### config.mk
export PLATFORM = sky130hd
export DESIGN_NAME = line_follow_sequencer
export DESIGN_NICKNAME = d
export VERILOG_FILES = /design/src/rtl/line_follow_sequencer.sv
export SDC_FILE = /design/constraint.sdc
export NUM_CORES = 1
export LEC_CHECK = 0
export ABC_AREA = 1
export BUFFER_PORTS_ARGS = -buffer_cell sky130_fd_sc_hd__buf_2
export CAP_MARGIN = 0
export CORE_MARGIN = 2
export CORE_UTILIZATION = 45
export CTS_CLUSTER_SIZE = 28
export DETAILED_ROUTE_END_ITERATION = 16
export PLACE_DENSITY = 0.73
export SETUP_SLACK_MARGIN = 0.1
export SLEW_MARGIN = 20
export SYNTH_ARGS = -nofsm -noshare
export SYNTH_HDL_FRONTEND = slang
export SYNTH_SLANG_ARGS = --single-unit
export TNS_END_PERCENT = 100
### constraint.sdc
create_clock -name clk -period 2.6 [get_ports clk]
set_input_delay 0.26 -clock clk [delete_from_list [all_inputs] [get_ports clk]]
set_output_delay 0.26 -clock clk [all_outputs]
set_load 0.05 [all_outputs]
### src/rtl/line_follow_sequencer.sv
// line_follow_sequencer: drive sequencer for the line follower.
// Samples the two line sensors on a periodic tick, debounces them, runs the
// FOLLOW/TURN/SEARCH/HALT state machine and drives follower_state plus left and
// right wheel speed targets toward the PID/servo path.
// Optional feature: define SPEED_RAMP_EN to slew wheel speeds by RAMP_STEP per
// tick instead of jumping straight to the target.
module line_follow_sequencer #(
    parameter int unsigned TICK_DIV     = 100_000,
    parameter int unsigned DEB_TICKS    = 4,
    parameter int unsigned SEARCH_TICKS = 2000,
    parameter logic [7:0]  SPEED_FWD    = 8'd200,
    parameter logic [7:0]  SPEED_TURN   = 8'd120,
    parameter logic [7:0]  RAMP_STEP    = 8'd8
) (
    input  logic       clk,
    input  logic       rst,
    input  logic [1:0] sensor,
    input  logic [1:0] sw,
    output logic [1:0] follower_state,
    output logic [7:0] Wheel_Speed_L,
    output logic [7:0] Wheel_Speed_R,
    output logic       lost,
    output logic       halted
);

    localparam int unsigned TickW   = (TICK_DIV > 1) ? $clog2(TICK_DIV) : 1;
    localparam int unsigned DebW    = $clog2(DEB_TICKS + 1);
    localparam int unsigned SearchW = (SEARCH_TICKS > 1) ? $clog2(SEARCH_TICKS) : 1;

`ifdef SPEED_RAMP_EN
    localparam bit RampEn = 1'b1;
`else
    localparam bit RampEn = 1'b0;
`endif

    // A step of 255 always lands on the target, so the non-ramp build shares the
    // same clamp logic and simply follows the target every clock.
    localparam logic [7:0] EffStep = RampEn ? RAMP_STEP : 8'd255;

    localparam logic DirLeft  = 1'b0;
    localparam logic DirRight = 1'b1;

    typedef enum logic [2:0] {
        StIdle,
        StFollow,
        StTurnL,
        StTurnR,
        StSearch,
        StHalt
    } state_e;

    // Synchroniser, tick, debounce state
    logic [1:0]         sensor_meta_q;
    logic [1:0]         sensor_sync_q;
    logic [TickW-1:0]   tick_q;
    logic               tick;
    logic [1:0]         cand_q, cand_d;
    logic [DebW-1:0]    deb_cnt_q, deb_cnt_d;
    logic [1:0]         accepted_q, accepted_d;

    // FSM state
    state_e             state_q;
    state_e             track_state;
    logic               last_dir_q;
    logic [SearchW-1:0] search_cnt_q;

    // Output targets and registers
    logic [1:0]         fs_tgt;
    logic [7:0]         tgt_l, tgt_r;
    logic               lost_tgt, halt_tgt;
    logic [1:0]         fs_q;
    logic [7:0]         speed_l_q, speed_r_q;
    logic               lost_q, halted_q;

    // Move cur toward tgt by at most step, never past the target.
    function automatic logic [7:0] ramp_to(input logic [7:0] cur, input logic [7:0] tgt,
                                           input logic [7:0] step);
        if (cur < tgt) begin
            ramp_to = ((tgt - cur) > step) ? cur + step : tgt;
        end else begin
            ramp_to = ((cur - tgt) > step) ? cur - step : tgt;
        end
    endfunction

    // FOLLOW, TURN_L and TURN_R all react to the accepted pattern identically.
    function automatic state_e track_next(input logic [1:0] pat);
        case (pat)
            2'b11:   track_next = StFollow;
            2'b01:   track_next = StTurnL;
            2'b10:   track_next = StTurnR;
            default: track_next = StSearch;
        endcase
    endfunction

    // Two-flop synchroniser for the asynchronous sensor pins
    always_ff @(posedge clk) begin
        if (rst) begin
            sensor_meta_q <= 2'b00;
            sensor_sync_q <= 2'b00;
        end else begin
            sensor_meta_q <= sensor;
            sensor_sync_q <= sensor_meta_q;
        end
    end

    assign tick = (tick_q == TickW'(TICK_DIV - 1));

    // Free-running sample tick divider
    always_ff @(posedge clk) begin
        if (rst) begin
            tick_q <= '0;
        end else if (tick) begin
            tick_q <= '0;
        end else begin
            tick_q <= tick_q + TickW'(1);
        end
    end

    // Debounce next state; accepted_d is what the FSM sees on this tick
    always_comb begin
        cand_d     = cand_q;
        deb_cnt_d  = deb_cnt_q;
        accepted_d = accepted_q;
        if (tick) begin
            if (sensor_sync_q == cand_q) begin
                if (deb_cnt_q != DebW'(DEB_TICKS)) begin
                    deb_cnt_d = deb_cnt_q + DebW'(1);
                end
            end else begin
                cand_d    = sensor_sync_q;
                deb_cnt_d = DebW'(1);
            end
            if (deb_cnt_d == DebW'(DEB_TICKS)) begin
                accepted_d = cand_d;
            end
        end
    end

    // Debounce registers
    always_ff @(posedge clk) begin
        if (rst) begin
            cand_q     <= 2'b00;
            deb_cnt_q  <= '0;
            accepted_q <= 2'b00;
        end else begin
            cand_q     <= cand_d;
            deb_cnt_q  <= deb_cnt_d;
            accepted_q <= accepted_d;
        end
    end

    assign track_state = track_next(accepted_d);

    // Main FSM: advances on tick, except run-disable which forces IDLE at once
    always_ff @(posedge clk) begin
        if (rst) begin
            state_q      <= StIdle;
            last_dir_q   <= DirLeft;
            search_cnt_q <= '0;
        end else if (!sw[0]) begin
            state_q      <= StIdle;
            search_cnt_q <= '0;
        end else if (tick) begin
            search_cnt_q <= '0;
            unique case (state_q)
                StIdle: begin
                    state_q <= StFollow;
                end
                StFollow, StTurnL, StTurnR: begin
                    state_q <= track_state;
                    if (track_state == StTurnL) begin
                        last_dir_q <= DirLeft;
                    end else if (track_state == StTurnR) begin
                        last_dir_q <= DirRight;
                    end
                end
                StSearch: begin
                    if (accepted_d != 2'b00) begin
                        state_q <= StFollow;
                    end else if (search_cnt_q == SearchW'(SEARCH_TICKS - 1)) begin
                        state_q <= StHalt;
                    end else begin
                        search_cnt_q <= search_cnt_q + SearchW'(1);
                    end
                end
                StHalt: begin
                    state_q <= StHalt;
                end
                default: begin
                    state_q <= StIdle;
                end
            endcase
        end
    end

    // Output targets decoded from the current state
    always_comb begin
        fs_tgt   = 2'b00;
        tgt_l    = 8'd0;
        tgt_r    = 8'd0;
        lost_tgt = 1'b0;
        halt_tgt = 1'b0;
        unique case (state_q)
            StFollow: begin
                fs_tgt = 2'b10;
                tgt_l  = SPEED_FWD;
                tgt_r  = SPEED_FWD;
            end
            StTurnL: begin
                fs_tgt = 2'b01;
                tgt_r  = SPEED_TURN;
            end
            StTurnR: begin
                fs_tgt = 2'b11;
                tgt_l  = SPEED_TURN;
            end
            StSearch: begin
                lost_tgt = 1'b1;
                if (last_dir_q == DirRight) begin
                    fs_tgt = 2'b11;
                    tgt_l  = SPEED_TURN;
                end else begin
                    fs_tgt = 2'b01;
                    tgt_r  = SPEED_TURN;
                end
            end
            StHalt: begin
                halt_tgt = 1'b1;
            end
            default: begin
                fs_tgt = 2'b00;
            end
        endcase
        if (sw[1]) begin
            tgt_l = tgt_l >> 1;
            tgt_r = tgt_r >> 1;
        end
    end

    // Registered outputs; reset and run-disable zero everything on the same edge
    always_ff @(posedge clk) begin
        if (rst || !sw[0]) begin
            fs_q      <= 2'b00;
            speed_l_q <= 8'd0;
            speed_r_q <= 8'd0;
            lost_q    <= 1'b0;
            halted_q  <= 1'b0;
        end else begin
            fs_q     <= fs_tgt;
            lost_q   <= lost_tgt;
            halted_q <= halt_tgt;
            if (state_q == StIdle || state_q == StHalt) begin
                speed_l_q <= 8'd0;
                speed_r_q <= 8'd0;
            end else if (!RampEn || tick) begin
                speed_l_q <= ramp_to(speed_l_q, tgt_l, EffStep);
                speed_r_q <= ramp_to(speed_r_q, tgt_r, EffStep);
            end
        end
    end

    assign follower_state = fs_q;
    assign Wheel_Speed_L  = speed_l_q;
    assign Wheel_Speed_R  = speed_r_q;
    assign lost           = lost_q;
    assign halted         = halted_q;

endmodule
==> impl_metrics.env <==
export IMPL_postRouteAntennaNets=0
export IMPL_peakVddDrop_v=0.000353
export IMPL_cts_buffers=9
export IMPL_drive_above_1_share_pct=14.6
export IMPL_synthXorXnorAreaFrac_pct=1.85
export IMPL_switching_share_pct=21.5
export IMPL_fin_util_pct=53.3
export IMPL_cts_buffer_depth=2
export IMPL_final_common_cell="nand2_1"
export IMPL_fin_cells=514
export IMPL_num_rows=28
export IMPL_avgViaCountPerCell=4.86
export IMPL_place_gp_congestion=0.826
export IMPL_endpoint_kind="flip-flop"
export IMPL_synth_simple_gate_area_share_pct=35.2
export IMPL_finalHoldViolCount=0
export IMPL_p_int_mw=1.38
export IMPL_placed_cells=499
export IMPL_die_w_microns=83.4
export IMPL_clk_latency_ps=340
export IMPL_crit_slowest_cell="dfxtp_1"
export IMPL_antenna_found_initial=0
export IMPL_cellPowerDensity_mw_per_mm2=545
export IMPL_leakage_nw=1.32
export IMPL_grt_pass1_vias=2150
export IMPL_wl_per_cell_microns=10.5
export IMPL_async_flop_share_pct=0
export IMPL_critPathRequiredTime_ps=2840
export IMPL_vias=2498
export IMPL_fmax_mhz=445
export IMPL_pwr_share_seq_pct=52.2
export IMPL_root_buffer="clkbuf_8"
export IMPL_io_buffers=21
export IMPL_grt_max_degree=12
export IMPL_drt_initial_drc_count=131
export IMPL_htreeDepth=3
export IMPL_synthCells=405
export IMPL_ys_flop_type="dfxtp_1"
export IMPL_max_cap_violations=0
export IMPL_slew_headroom_pct=59.9
export IMPL_arrival_ps=2480
export IMPL_p_clk_share_pct=45.1
export IMPL_totalWireLength_microns=5370
export IMPL_combPwrFrac_pct=2.7
export IMPL_synth_fa_ha_area_share_pct=3.96
export IMPL_dr_pass1_iters=4
export IMPL_detailed_place_hpwl_microns=3940
export IMPL_avgSynthCellArea_sq_um=7.01
export IMPL_worstMarginPinSlew_ps=599
export IMPL_clk_pin_slew_ps=60
export IMPL_yosys_top_cells_area="dfxtp_1 (42%), nand2_1 (11%), nor2_1 (9.6%)"
export IMPL_rsz0062_at_grt="true"
export IMPL_track_usage_pct=15.9
export IMPL_muxShareOfSynthArea_pct=0
export IMPL_synth_compound_area_share_pct=6.78
export IMPL_seq_area_frac_synth_pct=41.6
export IMPL_tritoncts="done"
export IMPL_nets=451
export IMPL_p_total_mw=1.75
export IMPL_fin_setup_tns_ps=0
export IMPL_finalCritPeriodShare_pct=86.4
export IMPL_p_sw_mw=0.376
export IMPL_min_path_type="primary input to flip-flop"
export IMPL_syn_cell_area_sq_mm=0.00284
export IMPL_synth_edff_count=0
export IMPL_outcome="finished clean"
export IMPL_ios=26
export IMPL_worst_path_most_repeated_cell="nand2_1"
export IMPL_synth_seq_cells=59
export IMPL_die_y_microns=83.4
export IMPL_path_buf_inv=1
export IMPL_cp_start_kind="flip-flop"
export IMPL_grt_overflow_total=0
export IMPL_crit_family="simple AND/OR/NAND/NOR gates"
export IMPL_layout_min_cycle_time_ps=2250
export IMPL_grt_pass1_wl_microns=9060
export IMPL_area_growth_pct=13.2
export IMPL_design_die_area_sq_mm=0.00696
export IMPL_yosysUniqueCellTypes=30
export IMPL_layout_common_cells="nand2_1 (79), nor2_1 (71), inv_1 (63), dfxtp_1 (58), nand3_1 (31)"
export IMPL_crit_type="flip-flop to flip-flop"
export IMPL_slowest_delay_ps=350
export IMPL_cp_cell_sequence="ha_1, nand2_1, nor2_4, nand2_2, nor2_4, nand4_1, nand2_2, inv_1, ha_1, nor3b_2, nand2_1, nor2_2, nand2_1, nand2_1, nor2_1"
export IMPL_num_antenna_cells=0
export IMPL_drc_errors=0
export IMPL_cts_sinks=59
export IMPL_synth_top_area_share_pct=41.6
export IMPL_skew_ps=6.52
export IMPL_drv_slew=0
export IMPL_synth_top_family_by_area="simple AND/OR/NAND/NOR gates"
export IMPL_yosysTopAreaCell="dfxtp_1"
export IMPL_initial_core_util_pct=47.1
export IMPL_finalSetupViolCount=0
export IMPL_core_area_sq_mm=0.00603
export IMPL_path_max_fanout=6
export IMPL_yosysWarnings=0
[cell usage after synthesis (2+ instances only)]
library cell / instances
nand3_1: 31
xor2_1: 6
o21ai_0: 11
o21ai_1: 2
nand2_2: 5
a21oi_1: 17
nand2_1: 80
nor2_2: 6
nor2_1: 73
inv_2: 2
ha_1: 9
buf_4: 5
a211oi_1: 2
or2_2: 4
dfxtp_1: 59
inv_1: 63
nor2_4: 2
o22ai_1: 2
nand4_1: 9
nor3_1: 7
[metal layers]
metal | routed length (microns) | vias to the layer above | GRT usage [%]
met2 | 2380 | 58 | 25.3
li1 | - | 1318 | -
met1 | 2660 | 1112 | 19.9
met5 | 0 | - | 0
met3 | 258 | 10 | 3.88
met4 | 72 | 0 | 8.50
[registers in the layout, indices dropped and copies added (netlist names)]
signal	count
Wheel_Speed_L	6
Wheel_Speed_R	6
accepted_q	2
cand_q	2
deb_cnt_q	3
follower_state	2
halted	1
last_dir_q	1
lost	1
search_cnt_q	11
sensor_meta_q	2
sensor_sync_q	2
state_q	3
tick_q	17
[stage by stage]
stage	hold slack [ps]	cell area (sq um)	setup WS, ps
final	123	3210	354
after global routing	129	3210	82.3
after CTS	110	3190	226
after detailed placement	396	3010	236
after floorplan	329	2850	352
after global placement	390	3010	348
[worst paths after layout]
path | startpoint | end | slack, ps | depth (start not counted)
setup reg to reg | tick_q[0] | last_dir_q | 350 | 15
setup / recovery | tick_q[0] | last_dir_q | 350 | 15
hold reg to reg | sensor_meta_q[1] | sensor_sync_q[1] | 400 | 2
hold / removal | sensor[0] | sensor_meta_q[0] | 120 | 3
[worst reg2reg max path, stage by stage (launching register included)]
cell and delay [ps]:
dfxtp_1 350, ha_1 180, nand2_1 100, nor2_4 150, nand2_2 80, nor2_4 130, nand4_1 140, nand2_2 120
inv_1 80, ha_1 280, nor3b_2 180, nand2_1 80, nor2_2 120, nand2_1 60, nand2_1 60, nor2_1 40
[power groups by stage]
stage | Clock (mW) | Combinational (mW) | Sequential, mW
after CTS | 0.807 | 0.0475 | 0.915
after global placement | 0 | 0.0473 | 0.934
final | 0.791 | 0.0474 | 0.915
after global routing | 0.843 | 0.0528 | 0.915
after detailed placement | 0 | 0.0474 | 0.935
after floorplan | 0 | 0.0404 | 0.934
[area by class of cell]
cell class	count	area [sq um]
fillers	557	2810
multi-input cells	277	1390
flip-flops and latches	59	1180
inverters	65	244
clock buffers	11	141
repair buffers	24	128
well taps	75	93.8
clock inverters	3	40.0
[timing repair]
action,in CTS,in global routing
setup buffers,0,1
hold endpoints to repair,0,0
hold buffers,0,0
endpoints found under the setup margin,0,12
gates resized for setup,0,5
[kinds of logic after synthesis]
family,Yosys count
fa+ha+maj,9
flops,59
other cells,1
compound gates,36
simple gates,222
xor+xnor,6
buf+inv,72
No activity file was read; power rests on OpenSTA's default activity.
